File: config.mk
export PLATFORM = sky130hd
export DESIGN_NAME = reg_scoreboard
export DESIGN_NICKNAME = d
export VERILOG_FILES = /design/src/rtl/reg_scoreboard.sv
export SDC_FILE = /design/constraint.sdc
export NUM_CORES = 1
export LEC_CHECK = 0
export CAP_MARGIN = 0
export CORE_ASPECT_RATIO = 0.7
export CORE_MARGIN = 2
export CORE_UTILIZATION = 41
export CTS_CLUSTER_SIZE = 20
export DETAILED_ROUTE_END_ITERATION = 8
export SYNTH_ARGS = -nofsm -noshare
export SYNTH_HDL_FRONTEND = slang
export SYNTH_SLANG_ARGS = --single-unit
export TNS_END_PERCENT = 10
File: constraint.sdc
create_clock -name clk -period 3.5 [get_ports clk]
set_input_delay 0.7 -clock clk [delete_from_list [all_inputs] [get_ports clk]]
set_output_delay 0.7 -clock clk [all_outputs]
set_load 0.005 [all_outputs]
File: src/rtl/reg_scoreboard.sv
// Per-register pending-write scoreboard. Issue increments a small saturating
// counter for the destination register, write-back decrements it, and two
// source-operand queries report whether a register still has writes in flight.
module reg_scoreboard #(
  parameter int ADDR_W  = 5,
  parameter int NREG    = 32,
  parameter int CNT_W   = 2,
  parameter int ZERO_HW = 1
) (
  input  logic              clk,
  input  logic              rst,
  input  logic              iFlush,
  input  logic              iSetEna,
  input  logic [ADDR_W-1:0] iSetAddr,
  input  logic              iClrEna,
  input  logic [ADDR_W-1:0] iClrAddr,
  input  logic [ADDR_W-1:0] iRsAddr,
  input  logic [ADDR_W-1:0] iRtAddr,
  output logic              oRsBusy,
  output logic              oRtBusy,
  output logic              oSetStall,
  output logic [NREG-1:0]   oBusyVec,
  output logic              oErr
);

  localparam logic [CNT_W-1:0] CNT_MAX = '1;
  localparam logic [CNT_W-1:0] CNT_ONE = CNT_W'(1);

  logic [CNT_W-1:0] r_cnt     [NREG];
  logic             r_err;

  logic [CNT_W-1:0] w_cnt_nxt [NREG];
  logic [NREG-1:0]  w_set_dec;
  logic [NREG-1:0]  w_clr_dec;
  logic             w_set_ok;
  logic             w_clr_ok;
  logic             w_same;
  logic             w_stall;
  logic             w_underflow;

  // Qualify enables: with the hardwired zero register, traffic to r0 is dropped.
  always_comb begin
    w_set_ok = iSetEna;
    w_clr_ok = iClrEna;
    if ((ZERO_HW != 0) && (iSetAddr == '0)) w_set_ok = 1'b0;
    if ((ZERO_HW != 0) && (iClrAddr == '0)) w_clr_ok = 1'b0;
  end

  // One-hot decode of the set and clear addresses; a disabled port decodes to zero.
  always_comb begin
    w_set_dec = '0;
    w_clr_dec = '0;
    for (int unsigned r = 0; r < NREG; r++) begin
      w_set_dec[r] = w_set_ok && (iSetAddr == ADDR_W'(r));
      w_clr_dec[r] = w_clr_ok && (iClrAddr == ADDR_W'(r));
    end
  end

  // Hazard bookkeeping: same-register set+clear cancels, saturation refuses a set,
  // and a clear of an idle register flags an error.
  always_comb begin
    w_same      = iSetEna && iClrEna && (iSetAddr == iClrAddr);
    w_stall     = iSetEna && (r_cnt[iSetAddr] == CNT_MAX) && !w_same;
    w_underflow = w_clr_ok && !w_same && (r_cnt[iClrAddr] == '0);
  end

  // Next-count computation per register; counters never wrap in either direction.
  always_comb begin
    for (int unsigned r = 0; r < NREG; r++) begin
      w_cnt_nxt[r] = r_cnt[r];
      if (!w_same) begin
        if (w_set_dec[r] && !w_stall) begin
          w_cnt_nxt[r] = r_cnt[r] + CNT_ONE;
        end else if (w_clr_dec[r] && (r_cnt[r] != '0)) begin
          w_cnt_nxt[r] = r_cnt[r] - CNT_ONE;
        end
      end
    end
  end

  // State register: reset clears everything, flush clears counters but keeps the error.
  always_ff @(posedge clk) begin
    if (rst) begin
      for (int unsigned r = 0; r < NREG; r++) r_cnt[r] <= '0;
      r_err <= 1'b0;
    end else if (iFlush) begin
      for (int unsigned r = 0; r < NREG; r++) r_cnt[r] <= '0;
    end else begin
      for (int unsigned r = 0; r < NREG; r++) r_cnt[r] <= w_cnt_nxt[r];
      if (w_underflow) r_err <= 1'b1;
    end
  end

  // Busy vector straight from registered state.
  always_comb begin
    oBusyVec = '0;
    for (int unsigned r = 0; r < NREG; r++) oBusyVec[r] = (r_cnt[r] != '0);
  end

  // Queries and stall read registered state only; no same-cycle forwarding.
  always_comb begin
    oRsBusy   = (r_cnt[iRsAddr] != '0);
    oRtBusy   = (r_cnt[iRtAddr] != '0);
    oSetStall = w_stall;
    oErr      = r_err;
  end

endmodule

==> results of run 1 <==
[worst reg2reg max path, stage by stage, from the launching register on]
cell      delay [ps]
edfxtp_1         490
nand2_1          170
a211oi_1         350
buf_4            170
nor2_2            40
buf_4            160
o211ai_1         460
o211ai_1         230
[cell families after synthesis]
| family | count (synthesis) | share of synthesized area [%] |
|---|---|---|
| xor gates and xnor gates | 6 | 1.43 |
| buffers and inverters | 83 | 6.79 |
| DFF | 65 | 33.3 |
| AOI/OAI and AO/OA | 149 | 19.6 |
| and+or+nand+nor | 328 | 25.9 |
| adders and majority gates | 1 | 0.217 |
| muxes | 51 | 12.8 |
[per-layer routing]
metal / vias to the layer above / global-route usage, %
met5: - / 0
met4: 0 / 7.09
met3: 38 / 5.70
met2: 315 / 43.9
met1: 2867 / 40.1
li1: 2680 / -
[cell usage after synthesis (2+ instances only)]
master,n
nand2_1,108
nor2_1,98
edfxtp_1,62
nand3_1,48
mux2i_1,33
inv_1,32
o21ai_0,22
o31ai_1,20
nor3_1,19
clkbuf_1,18
mux4_2,18
a211oi_1,16
a21oi_1,15
o211ai_1,15
buf_2,13
o221ai_1,13
buf_4,11
nand2b_1,11
a21o_1,8
nand3b_1,7
nor2b_1,7
o221ai_2,7
or2_2,7
nand4_1,6
o21ai_1,6
a31oi_1,5
buf_1,4
nor2_2,4
o2111ai_1,4
xor2_2,4
a211o_1,3
and2_1,3
buf_6,3
dfxtp_1,3
o311ai_1,3
a32oi_1,2
inv_2,2
nor2b_2,2
o311ai_0,2
or3_1,2
xnor2_1,2
[metrics by stage]
stage	setup TNS, ps	area (µm²)	util (%)
floorplan	0	5770	-
global placement	-279	6840	49.5
detailed placement	-359	6840	49.5
CTS	-119	7180	51.9
global route	-3.09	7240	52.3
finish	0	7240	52.3
[power by group]
part           internal (mW)  total [mW]  switching, mW
clock                  0.548       0.899          0.351
combinational          0.355       0.799          0.444
sequential             0.931       0.993         0.0626
total                   1.83        2.69          0.857
[state kept, by name (all words and copies together) (netlist names)]
name,count
r_cnt,64
oErr,1
[cell type report]
class | instances | area [µm²] | share of cell area [%]
clock inverter | 4 | 43.8 | 0.605
clock buffer | 12 | 236 | 3.27
tap | 190 | 238 | 3.28
multi-input combinational | 535 | 3520 | 48.6
timing repair buffer | 121 | 1150 | 15.9
sequential | 65 | 1920 | 26.6
inverter | 34 | 128 | 1.76
[placed cells by master (no fill, tap or decap), types with 18 or more instances in the layout]
cell type          n
edfxtp_1          62
o31ai_1           20
nor2_1            96
o21ai_0           19
clkdlybuf4s50_1   53
mux4_2            18
mux2i_1           33
buf_4             52
nand2_1          108
nand3_1           48
inv_1             32
[worst paths after layout]
check,start,end,depth (start not counted)
worst min-delay path,oErr,oErr,2
worst max register to register,r_cnt[12][0],r_cnt[6][0],7
worst max-delay path,iSetAddr[3],oSetStall,8
worst min register to register,oErr,oErr,2
[what timing repair did]
action | in CTS | in global routing
endpoints found under the setup margin | 3 | 3
hold endpoints to repair | 0 | 0
hold buffers | 0 | 0
buffers inserted | 1 | 0
gates resized for setup | 11 | 19
pin swaps | 3 | 5
gates cloned | 1 | 0
==> insert_results.sql, run 1 <==
INSERT INTO impl_metrics (metric_group, metric, value, unit) VALUES
('synth', 'yosys_warnings', '0', ''),
('synth', 'count_of_flip_flops_with_a_built_in_enable_after_synthesis', '62', ''),
('worst_setup_path', 'cp_slowest_cell', 'clkdlybuf4s50_1', ''),
('final_layout', 'final_cell_count_no_fill', '961', ''),
('worst_setup_path', 'end_kind', 'primary output', ''),
('floorplanning', 'row_count', '36', ''),
('synth', 'synthesis.area_per_instance', '8.44', 'µm²'),
('placed_design', 'gp_congestion', '0.942', ''),
('clock_network', 'tritoncts.num_buffers', '9', ''),
('pwr', 'totalPowerFinal', '2.69', 'mW'),
('flow_run', 'drv_cap', '0', ''),
('final_layout', 'insertedDiodeCount', '0', ''),
('drt', 'final_antenna_net_count', '0', ''),
('sta', 'final_period_minus_worst_setup_slack', '3460', 'ps'),
('drt', 'firstDrtPassIters', '7', ''),
('pwr', 'leakage', '2.88', 'nW'),
('global_route', 'vias_in_the_first_global_route', '5544', ''),
('synth', 'synth_cell_types', '56', ''),
('floorplanning', 'placeable_core_area', '13800', 'µm²'),
('worst_setup_path', 'critical_path_arrival', '2760', 'ps'),
('synth', 'syn-instance-count', '683', ''),
('final_layout', 'n_fill_cell', '1328', ''),
('floorplanning', 'die_height', '103', 'µm'),
('drt', 'highest-signal-layer', 'met4', ''),
('pwr', 'power_dens_cells', '372', 'nW/µm²'),
('global_route', 'groute.usage.overall', '28.0', '%'),
('floorplanning', 'ios', '61', ''),
('global_route', 'grt_overflow', '0', ''),
('worst_setup_path', 'worst_reg2reg_setup_slack', '1130', 'ps'),
('floorplanning', 'initial_core_util', '41.7', '%'),
('synth', 'synth_flop_cell', 'edfxtp_1', ''),
('drt', 'm1WireLength', '9480', 'µm'),
('clock_network', 'cts_tree', 'built', ''),
('placed_design', 'pre_cts_ws', '-257', 'ps'),
('clock_network', 'cts.clk_slew.worst_paths', '50', 'ps'),
('worst_setup_path', 'timing.critical_path.required', '2800', 'ps'),
('drt', 'wl_met3', '2000', 'µm'),
('final_layout', 'post_route_cells_drive_above_1_share', '17.5', '%'),
('synth', 'synth-async-reset-ratio', '0', '%'),
('worst_setup_path', 'crit_type', 'in2out', ''),
('sta', 'final.setup_skew', '6.97', 'ps'),
('sta', 'final_critical_path_setup_slack', '41.9', 'ps'),
('clock_network', 'cts_htree_levels', '3', ''),
('drt', 'detail_route.wirelength', '21000', 'µm'),
('synth', 'synth.cell_area', '5770', 'µm²'),
('drt', 'post_drt_wl_per_cell', '21.8', 'µm'),
('pwr', 'vdd_drop_max', '224', 'µV'),
('drt', 'met2_length', '9070', 'µm'),
('final_layout', 'area_growth', '25.5', '%'),
('final_layout', 'num-nets-final', '792', ''),
('sta', 'fin_crit_sh', '98.8', '%'),
('synth', 'ffs_latches_synth', '65', ''),
('sta', 'slew_headroom', '26.6', '%'),
('drt', 'overall_via_count_from_detail_route', '5900', ''),
('worst_setup_path', 'critical_path.cell_chain', 'clkdlybuf4s15_1, nor2b_4, a211oi_1, o2111ai_1, o311ai_1, buf_4, and4b_1, clkdlybuf4s50_1', ''),
('synth', 'postSynthNetCount', '709', ''),
('sta', 'achievable-frequency', '0.289', 'GHz'),
('worst_hold_path', 'worst_hold_path_type', 'reg2reg', ''),
('synth', 'seq_area_frac_synth', '33.3', '%'),
('synth', 'synth_top_area_cell', 'edfxtp_1', ''),
('drt', 'drt_iter0_drc', '685', ''),
('worst_setup_path', 'critPathMaxFanout', '5', ''),
('floorplanning', 'design.die.area', '15000', 'µm²'),
('sta', 'finalSetupViolations', '0', ''),
('sta', 'maxSlewViolCount', '0', ''),
('clock_network', 'cts_root_buffer', 'clkbuf_16', ''),
('worst_setup_path', 'cp_slowest_stage_delay', '500', 'ps'),
('run_status', 'outcome', 'finished, final reports clean', ''),
('worst_setup_path', 'critPathTopFamily', 'buffers and inverters', ''),
('drt', 'vias_per_cell', '6.14', ''),
('clock_network', 'cts_max_path_buffers', '2', '');
No activity file was read; power rests on OpenSTA's default activity.
==> inputs of run 2 (changes only) <==
--- a/config.mk
+++ b/config.mk
@@ -5,7 +5,7 @@
 export SDC_FILE = /design/constraint.sdc
 export NUM_CORES = 1
 export LEC_CHECK = 0
-export CAP_MARGIN = 0
+export CAP_MARGIN = 30
 export CORE_ASPECT_RATIO = 0.7
 export CORE_MARGIN = 2
 export CORE_UTILIZATION = 41
==> run 2 against run 1 <==
  * Sequential power about the same
  * First-iteration DRC count decreased by 1.2%
  * Sequential share of layout area increased by 0.15 points
  * Largest power group unchanged
  * Clock skew decreased by 0.69 ps
  * Register-to-register slack got worse by 70 ps
==> insert_results.sql, run 2 (synthesis gave the netlist of run 1 again) <==
INSERT INTO impl_metrics (metric_group, metric, value, unit) VALUES
('run_status', 'outcome', 'finished, final reports clean', ''),
('placed_design', 'dp.cells', '944', ''),
('sta', 'final.setup_skew', '6.27', 'ps'),
('worst_setup_path', 'timing.critical_path.required', '2800', 'ps'),
('pwr', 'vdd_drop_max', '228', 'µV'),
('sta', 'rsz_0062_raised_after_global_routing', 'false', ''),
('sta', 'finalSetupViolations', '0', ''),
('floorplanning', 'die_width', '146', 'µm'),
('placed_design', 'gp_congestion', '0.942', ''),
('worst_setup_path', 'critPathMaxFanout', '19', ''),
('placed_design', 'placement.io_buffers', '60', ''),
('final_layout', 'num-nets-final', '794', ''),
('final_layout', 'post_route_cells_drive_above_1_share', '17.2', '%'),
('sta', 'tightestPinTransition', '627', 'ps'),
('placed_design', 'place_hpwl', '16100', 'µm'),
('worst_setup_path', 'crit_type', 'in2out', ''),
('drt', 'firstDrtPassIters', '5', ''),
('pwr', 'leakage', '2.86', 'nW'),
('worst_setup_path', 'reg2reg_depth', '9', ''),
('final_layout', 'final_core_util', '52.1', '%'),
('floorplanning', 'die_height', '103', 'µm'),
('drt', 'post_drt_wl_per_cell', '21.7', 'µm'),
('drt', 'final_antenna_net_count', '0', ''),
('clock_network', 'cts_max_path_buffers', '2', ''),
('global_route', 'largest_net_degree_at_the_start_of_global_routing', '40', ''),
('floorplanning', 'initial_core_util', '41.7', '%'),
('floorplanning', 'design.die.area', '15000', 'µm²'),
('floorplanning', 'placeable_core_area', '13800', 'µm²'),
('final_layout', 'layout_common_cells', '108 x nand2_1, 97 x nor2_1, 62 x edfxtp_1', ''),
('drt', 'vias_per_cell', '6.16', ''),
('sta', 'achievable-frequency', '0.307', 'GHz'),
('global_route', 'vias_in_the_first_global_route', '5570', ''),
('global_route', 'grt_antenna_before_repair', '0', ''),
('final_layout', 'final_cell_count_no_fill', '963', ''),
('worst_setup_path', 'end_kind', 'primary output', ''),
('worst_setup_path', 'worst_reg2reg_setup_slack', '1060', 'ps'),
('flow_run', 'drv_cap', '0', ''),
('worst_hold_path', 'worst_hold_path_type', 'reg2reg', ''),
('clock_network', 'cts_tree', 'built', ''),
('final_layout', 'insertedDiodeCount', '0', ''),
('drt', 'wl_met3', '2200', 'µm'),
('drt', 'detail_route.wirelength', '20900', 'µm'),
('clock_network', 'clock_sink_count', '65', ''),
('clock_network', 'cts_htree_levels', '3', ''),
('floorplanning', 'ios', '61', ''),
('drt', 'overall_via_count_from_detail_route', '5930', ''),
('clock_network', 'insertion_delay', '340', 'ps'),
('clock_network', 'tritoncts.num_buffers', '9', ''),
('floorplanning', 'row_count', '36', ''),
('pwr', 'power_dens_cells', '361', 'nW/µm²'),
('clock_network', 'cts.clk_slew.worst_paths', '50', 'ps'),
('sta', 'fin_worst_hold_slack', '476', 'ps'),
('final_layout', 'largest_register', 'r_cnt', ''),
('worst_hold_path', 'min_delay_path_depth', '2', ''),
('sta', 'slew_headroom', '58.2', '%'),
('sta', 'maxSlewViolCount', '0', ''),
('worst_setup_path', 'critical_path_arrival', '2550', 'ps'),
('sta', 'fin_setup_tns', '0', 'ps'),
('drt', 'drt_iter0_drc', '677', ''),
('sta', 'finalHoldViolCount', '0', ''),
('clock_network', 'holdBufCountCts', '0', ''),
('sta', 'final_period_minus_worst_setup_slack', '3250', 'ps'),
('drt', 'highest-signal-layer', 'met4', ''),
('global_route', 'grt_overflow', '0', ''),
('final_layout', 'area_growth', '24.8', '%'),
('pwr', 'totalPowerFinal', '2.60', 'mW'),
('worst_setup_path', 'cp-start-kind', 'input pin', ''),
('drt', 'route.detailed.drc', '0', ''),
('global_route', 'groute.usage.overall', '27.9', '%'),
('clock_network', 'cts_root_buffer', 'clkbuf_16', ''),
('final_layout', 'layout_commonest_cell', 'nand2_1', ''),
('drt', 'met2_length', '8980', 'µm'),
('final_layout', 'largest_register_ffs', '64', ''),
('drt', 'm1WireLength', '9210', 'µm'),
('global_route', 'wire_length_of_the_first_global_routing_pass', '31600', 'µm'),
('sta', 'fin_crit_sh', '92.9', '%');
-- run 2: power by group --
part / leakage (nW) / internal, mW / switching [mW]
sequential: 0.705 / 0.931 / 0.0620
combinational: 2.03 / 0.353 / 0.441
clock: 0.130 / 0.475 / 0.336
total: 2.86 / 1.76 / 0.839
-- run 2: path summary, 6_finish.rpt --
check | from | endpoint
setup / recovery | iSetAddr[1] | oSetStall
hold / removal | oErr | oErr
setup reg to reg | r_cnt[12][0] | r_cnt[4][1]
hold reg to reg | oErr | oErr
-- run 2: what timing repair did --
item | in CTS | in global routing
buffers inserted | 1 | 2
gates resized for setup | 12 | 9
setup endpoints to repair | 3 | 3
pin swaps | 5 | 8
gates cloned | 0 | 0
-- run 2: worst max-delay path, cell delays in order --
cell and delay [ps]:
clkdlybuf4s50_1 510, buf_12 160, nand3_1 120, a32oi_2 270
o2111ai_1 150, o311ai_1 120, buf_4 180, and4b_1 210
dlymetal6s2s_1 130
-- run 2: area by class of cell --
cell class                 count  area (µm²)
clock buffer                  12         236
clock inverter                 4        20.0
fill                        1340        6630
inverter                      34         128
multi-input combinational    535        3500
sequential                    65        1920
tap                          190         238
timing repair buffer         123        1160
-- run 2: metrics by stage --
stage / instance area (µm²) / worst slack (ps)
finish: 7200 / 247
global route: 7200 / 199
CTS: 7150 / -68.1
detailed placement: 6870 / -266
global placement: 6840 / -183
floorplan: 5770 / 853
-- run 2: metal layers --
metal | vias to the layer above | GRT usage, %
li1 | 2696 | -
met1 | 2860 | 38.9
met2 | 336 | 42.8
met3 | 38 | 6.62
met4 | 0 | 9.88
met5 | - | 0
==> inputs of run 3 (changes only) <==
--- a/config.mk
+++ b/config.mk
@@ -7,10 +7,11 @@
 export LEC_CHECK = 0
 export CAP_MARGIN = 30
 export CORE_ASPECT_RATIO = 0.7
-export CORE_MARGIN = 2
+export CORE_MARGIN = 1
 export CORE_UTILIZATION = 41
 export CTS_CLUSTER_SIZE = 20
 export DETAILED_ROUTE_END_ITERATION = 8
+export SLEW_MARGIN = 10
 export SYNTH_ARGS = -nofsm -noshare
 export SYNTH_HDL_FRONTEND = slang
 export SYNTH_SLANG_ARGS = --single-unit
==> run 3 against run 2 <==
  * Total power increased by 3.1%
  * Clock skew decreased by 1.1 ps
  * Sequential share of layout area about the same
  * Sequential power about the same
  * Critical path depth unchanged
  * Die area decreased by 3.3%
  * Cell count decreased by 0.93%
  * Via count decreased by 1.1%
  * Maximum frequency decreased by 4.5%
  * Critical path type unchanged
  * Setup slack got worse by 150 ps
  * Final area about the same
  * Largest power group unchanged
==> insert_results.sql, run 3 (synthesis gave the netlist of run 1 again) <==
INSERT INTO impl_metrics (metric_group, metric, value, unit) VALUES
('run_status', 'outcome', 'finished, final reports clean', ''),
('worst_setup_path', 'rr_startpoint', 'r_cnt[25][0]', ''),
('placed_design', 'placement.io_buffers', '60', ''),
('pwr', 'net-switching-power', '849', 'µW'),
('worst_setup_path', 'reg2reg_depth', '6', ''),
('drt', 'vias_per_cell', '6.15', ''),
('global_route', 'largest_net_degree_at_the_start_of_global_routing', '41', ''),
('final_layout', 'sequential_cell_area', '1920', 'µm²'),
('worst_setup_path', 'rr_endpoint', 'r_cnt[16][1]', ''),
('final_layout', 'insertedDiodeCount', '0', ''),
('drt', 'drt_iter0_drc', '627', ''),
('global_route', 'groute.usage.overall', '30.6', '%'),
('drt', 'final_antenna_net_count', '0', ''),
('worst_setup_path', 'critPathMaxFanout', '18', ''),
('floorplanning', 'placeable_core_area', '13400', 'µm²'),
('placed_design', 'gp_congestion', '1.01', ''),
('flow_run', 'drv_cap', '0', ''),
('sta', 'rsz_0062_raised_after_global_routing', 'true', ''),
('drt', 'post_drt_wl_per_cell', '22.3', 'µm'),
('sta', 'finalSetupViolations', '0', ''),
('sta', 'slew_headroom', '40.1', '%'),
('final_layout', 'num-nets-final', '790', ''),
('sta', 'final.setup_skew', '5.17', 'ps'),
('clock_network', 'tritoncts.num_buffers', '9', ''),
('clock_network', 'clock_sink_count', '65', ''),
('worst_hold_path', 'whs_endpoint', 'oErr', ''),
('worst_hold_path', 'worst_hold_path_type', 'reg2reg', ''),
('worst_setup_path', 'critical_path_arrival', '2710', 'ps'),
('worst_setup_path', 'critical_path.cell_chain', 'dlygate4sd2_1, buf_12, nand3b_1, a32oi_2, o2111ai_1, o311ai_2, buf_4, and4b_1, clkdlybuf4s50_1', ''),
('pwr', 'netSwitchingFraction', '31.7', '%'),
('final_layout', 'largest_register_ffs', '64', ''),
('worst_setup_path', 'crit_type', 'in2out', ''),
('final_layout', 'multiInputGateArea', '3510', 'µm²'),
('clock_network', 'cts_tree', 'built', ''),
('drt', 'firstDrtPassIters', '5', ''),
('pwr', 'vdd_drop_max', '214', 'µV'),
('worst_setup_path', 'cp_slowest_cell', 'clkdlybuf4s50_1', ''),
('clock_network', 'cts_max_path_buffers', '2', ''),
('final_layout', 'n_fill_cell', '1298', ''),
('global_route', 'wire_length_of_the_first_global_routing_pass', '32500', 'µm'),
('worst_setup_path', 'cp_slowest_stage_delay', '500', 'ps'),
('sta', 'finalHoldViolCount', '0', ''),
('clock_network', 'cts_root_buffer', 'clkbuf_16', ''),
('pwr', 'clock_power_share', '33.2', '%'),
('global_route', 'grt_antenna_before_repair', '0', ''),
('floorplanning', 'design.die.area', '14500', 'µm²'),
('worst_setup_path', 'count_of_buffer_and_inverter_cells_on_the_critical_path', '4', ''),
('final_layout', 'layout_common_cells', '108 x nand2_1, 96 x nor2_1, 62 x edfxtp_1', ''),
('floorplanning', 'die_height', '101', 'µm'),
('pwr', 'pwr-share-comb', '29.7', '%'),
('final_layout', 'layout_commonest_cell', 'nand2_1', ''),
('floorplanning', 'ios', '61', ''),
('drt', 'route.detailed.drc', '0', ''),
('pwr', 'power_dens_cells', '372', 'nW/µm²'),
('clock_network', 'cts_htree_levels', '3', ''),
('sta', 'fin_setup_tns', '0', 'ps'),
('floorplanning', 'die_width', '144', 'µm'),
('sta', 'fin_worst_hold_slack', '478', 'ps'),
('global_route', 'vias_in_the_first_global_route', '5573', ''),
('worst_setup_path', 'critPathTopFamily', 'buffers and inverters', ''),
('worst_hold_path', 'min_delay_path_depth', '2', ''),
('sta', 'achievable-frequency', '0.294', 'GHz'),
('clock_network', 'cts.clk_slew.worst_paths', '50', 'ps'),
('floorplanning', 'row_count', '35', ''),
('worst_setup_path', 'cp-start-kind', 'input pin', ''),
('final_layout', 'area_growth', '24.9', '%'),
('sta', 'tightestPinTransition', '899', 'ps'),
('final_layout', 'final_core_util', '53.6', '%'),
('pwr', 'power_report.internal_total', '1.83', 'mW'),
('worst_setup_path', 'timing.critical_path.required', '2800', 'ps'),
('final_layout', 'post_route_cells_drive_above_1_share', '17.2', '%'),
('sta', 'fin_crit_sh', '97.3', '%'),
('global_route', 'grt_overflow', '0', ''),
('sta', 'final_period_minus_worst_setup_slack', '3410', 'ps'),
('pwr', 'leakage', '2.84', 'nW'),
('drt', 'detail_route.wirelength', '21300', 'µm'),
('final_layout', 'largest_register', 'r_cnt', ''),
('pwr', 'totalPowerFinal', '2.68', 'mW'),
('worst_hold_path', 'min-delay-start', 'oErr', ''),
('sta', 'maxSlewViolCount', '0', ''),
('drt', 'overall_via_count_from_detail_route', '5867', ''),
('placed_design', 'place_hpwl', '16200', 'µm'),
('worst_setup_path', 'worst_reg2reg_setup_slack', '1140', 'ps'),
('pwr', 'fraction_of_power_consumed_by_sequential_logic', '37.1', '%'),
('clock_network', 'insertion_delay', '340', 'ps'),
('worst_setup_path', 'end_kind', 'primary output', ''),
('floorplanning', 'initial_core_util', '42.9', '%');
[run 3: metal layers]
layer  track usage, %  wire length, µm
met1             45.0             9490
met2             44.9             8980
met3             5.91             2220
met4             10.5              610
met5                0                0
[run 3: area by class of cell]
cell class / instances / share of cell area, %
clock buffers: 12 / 3.28
clock inverters: 4 / 0.608
inverters: 34 / 1.77
multi-input cells: 535 / 48.7
flip-flops and latches: 65 / 26.7
well taps: 185 / 3.21
repair buffers: 119 / 15.8
[run 3: worst max-delay path by stage]
stage                           start        end  slack [ps]  cells past startpoint
after floorplan            iRsAddr[1]    oRsBusy         850                      6
after CTS                  iRtAddr[1]    oRtBusy          30                      8
final                     iSetAddr[1]  oSetStall          90                      9
after global routing      iSetAddr[1]  oSetStall         -30                      9
after global placement    iSetAddr[3]  oSetStall        -190                      8
after detailed placement  iSetAddr[3]  oSetStall        -290                      8
[run 3: tightest hold or removal path: stages (launching register included)]
cell,delay (ps)
dfxtp_1,310
inv_1,60
o32ai_2,50
[run 3: repair_timing]
item | CTS | global route
endpoints found under the setup margin | 3 | 3
cloned | 0 | 0
setup buffers | 0 | 0
gates resized for setup | 9 | 12
pin swaps | 2 | 3
hold buffers | 0 | 0
[run 3: stage by stage]
step	cell area (µm²)	instances	setup WS (ps)
after floorplan	5770	683	853
after global routing	7200	954	-26.6
after global placement	6880	938	-186
after CTS	7180	954	30.8
final	7200	954	94.4
after detailed placement	6880	938	-294
[run 3: power by group through the flow]
stage / Combinational, mW / Clock (mW) / Sequential, mW
floorplan: 0.439 / 0 / 0.986
global placement: 0.766 / 0 / 1.00
detailed placement: 0.778 / 0 / 1.01
CTS: 0.783 / 0.899 / 0.990
finish: 0.795 / 0.888 / 0.993
global route: 0.853 / 0.922 / 1.00
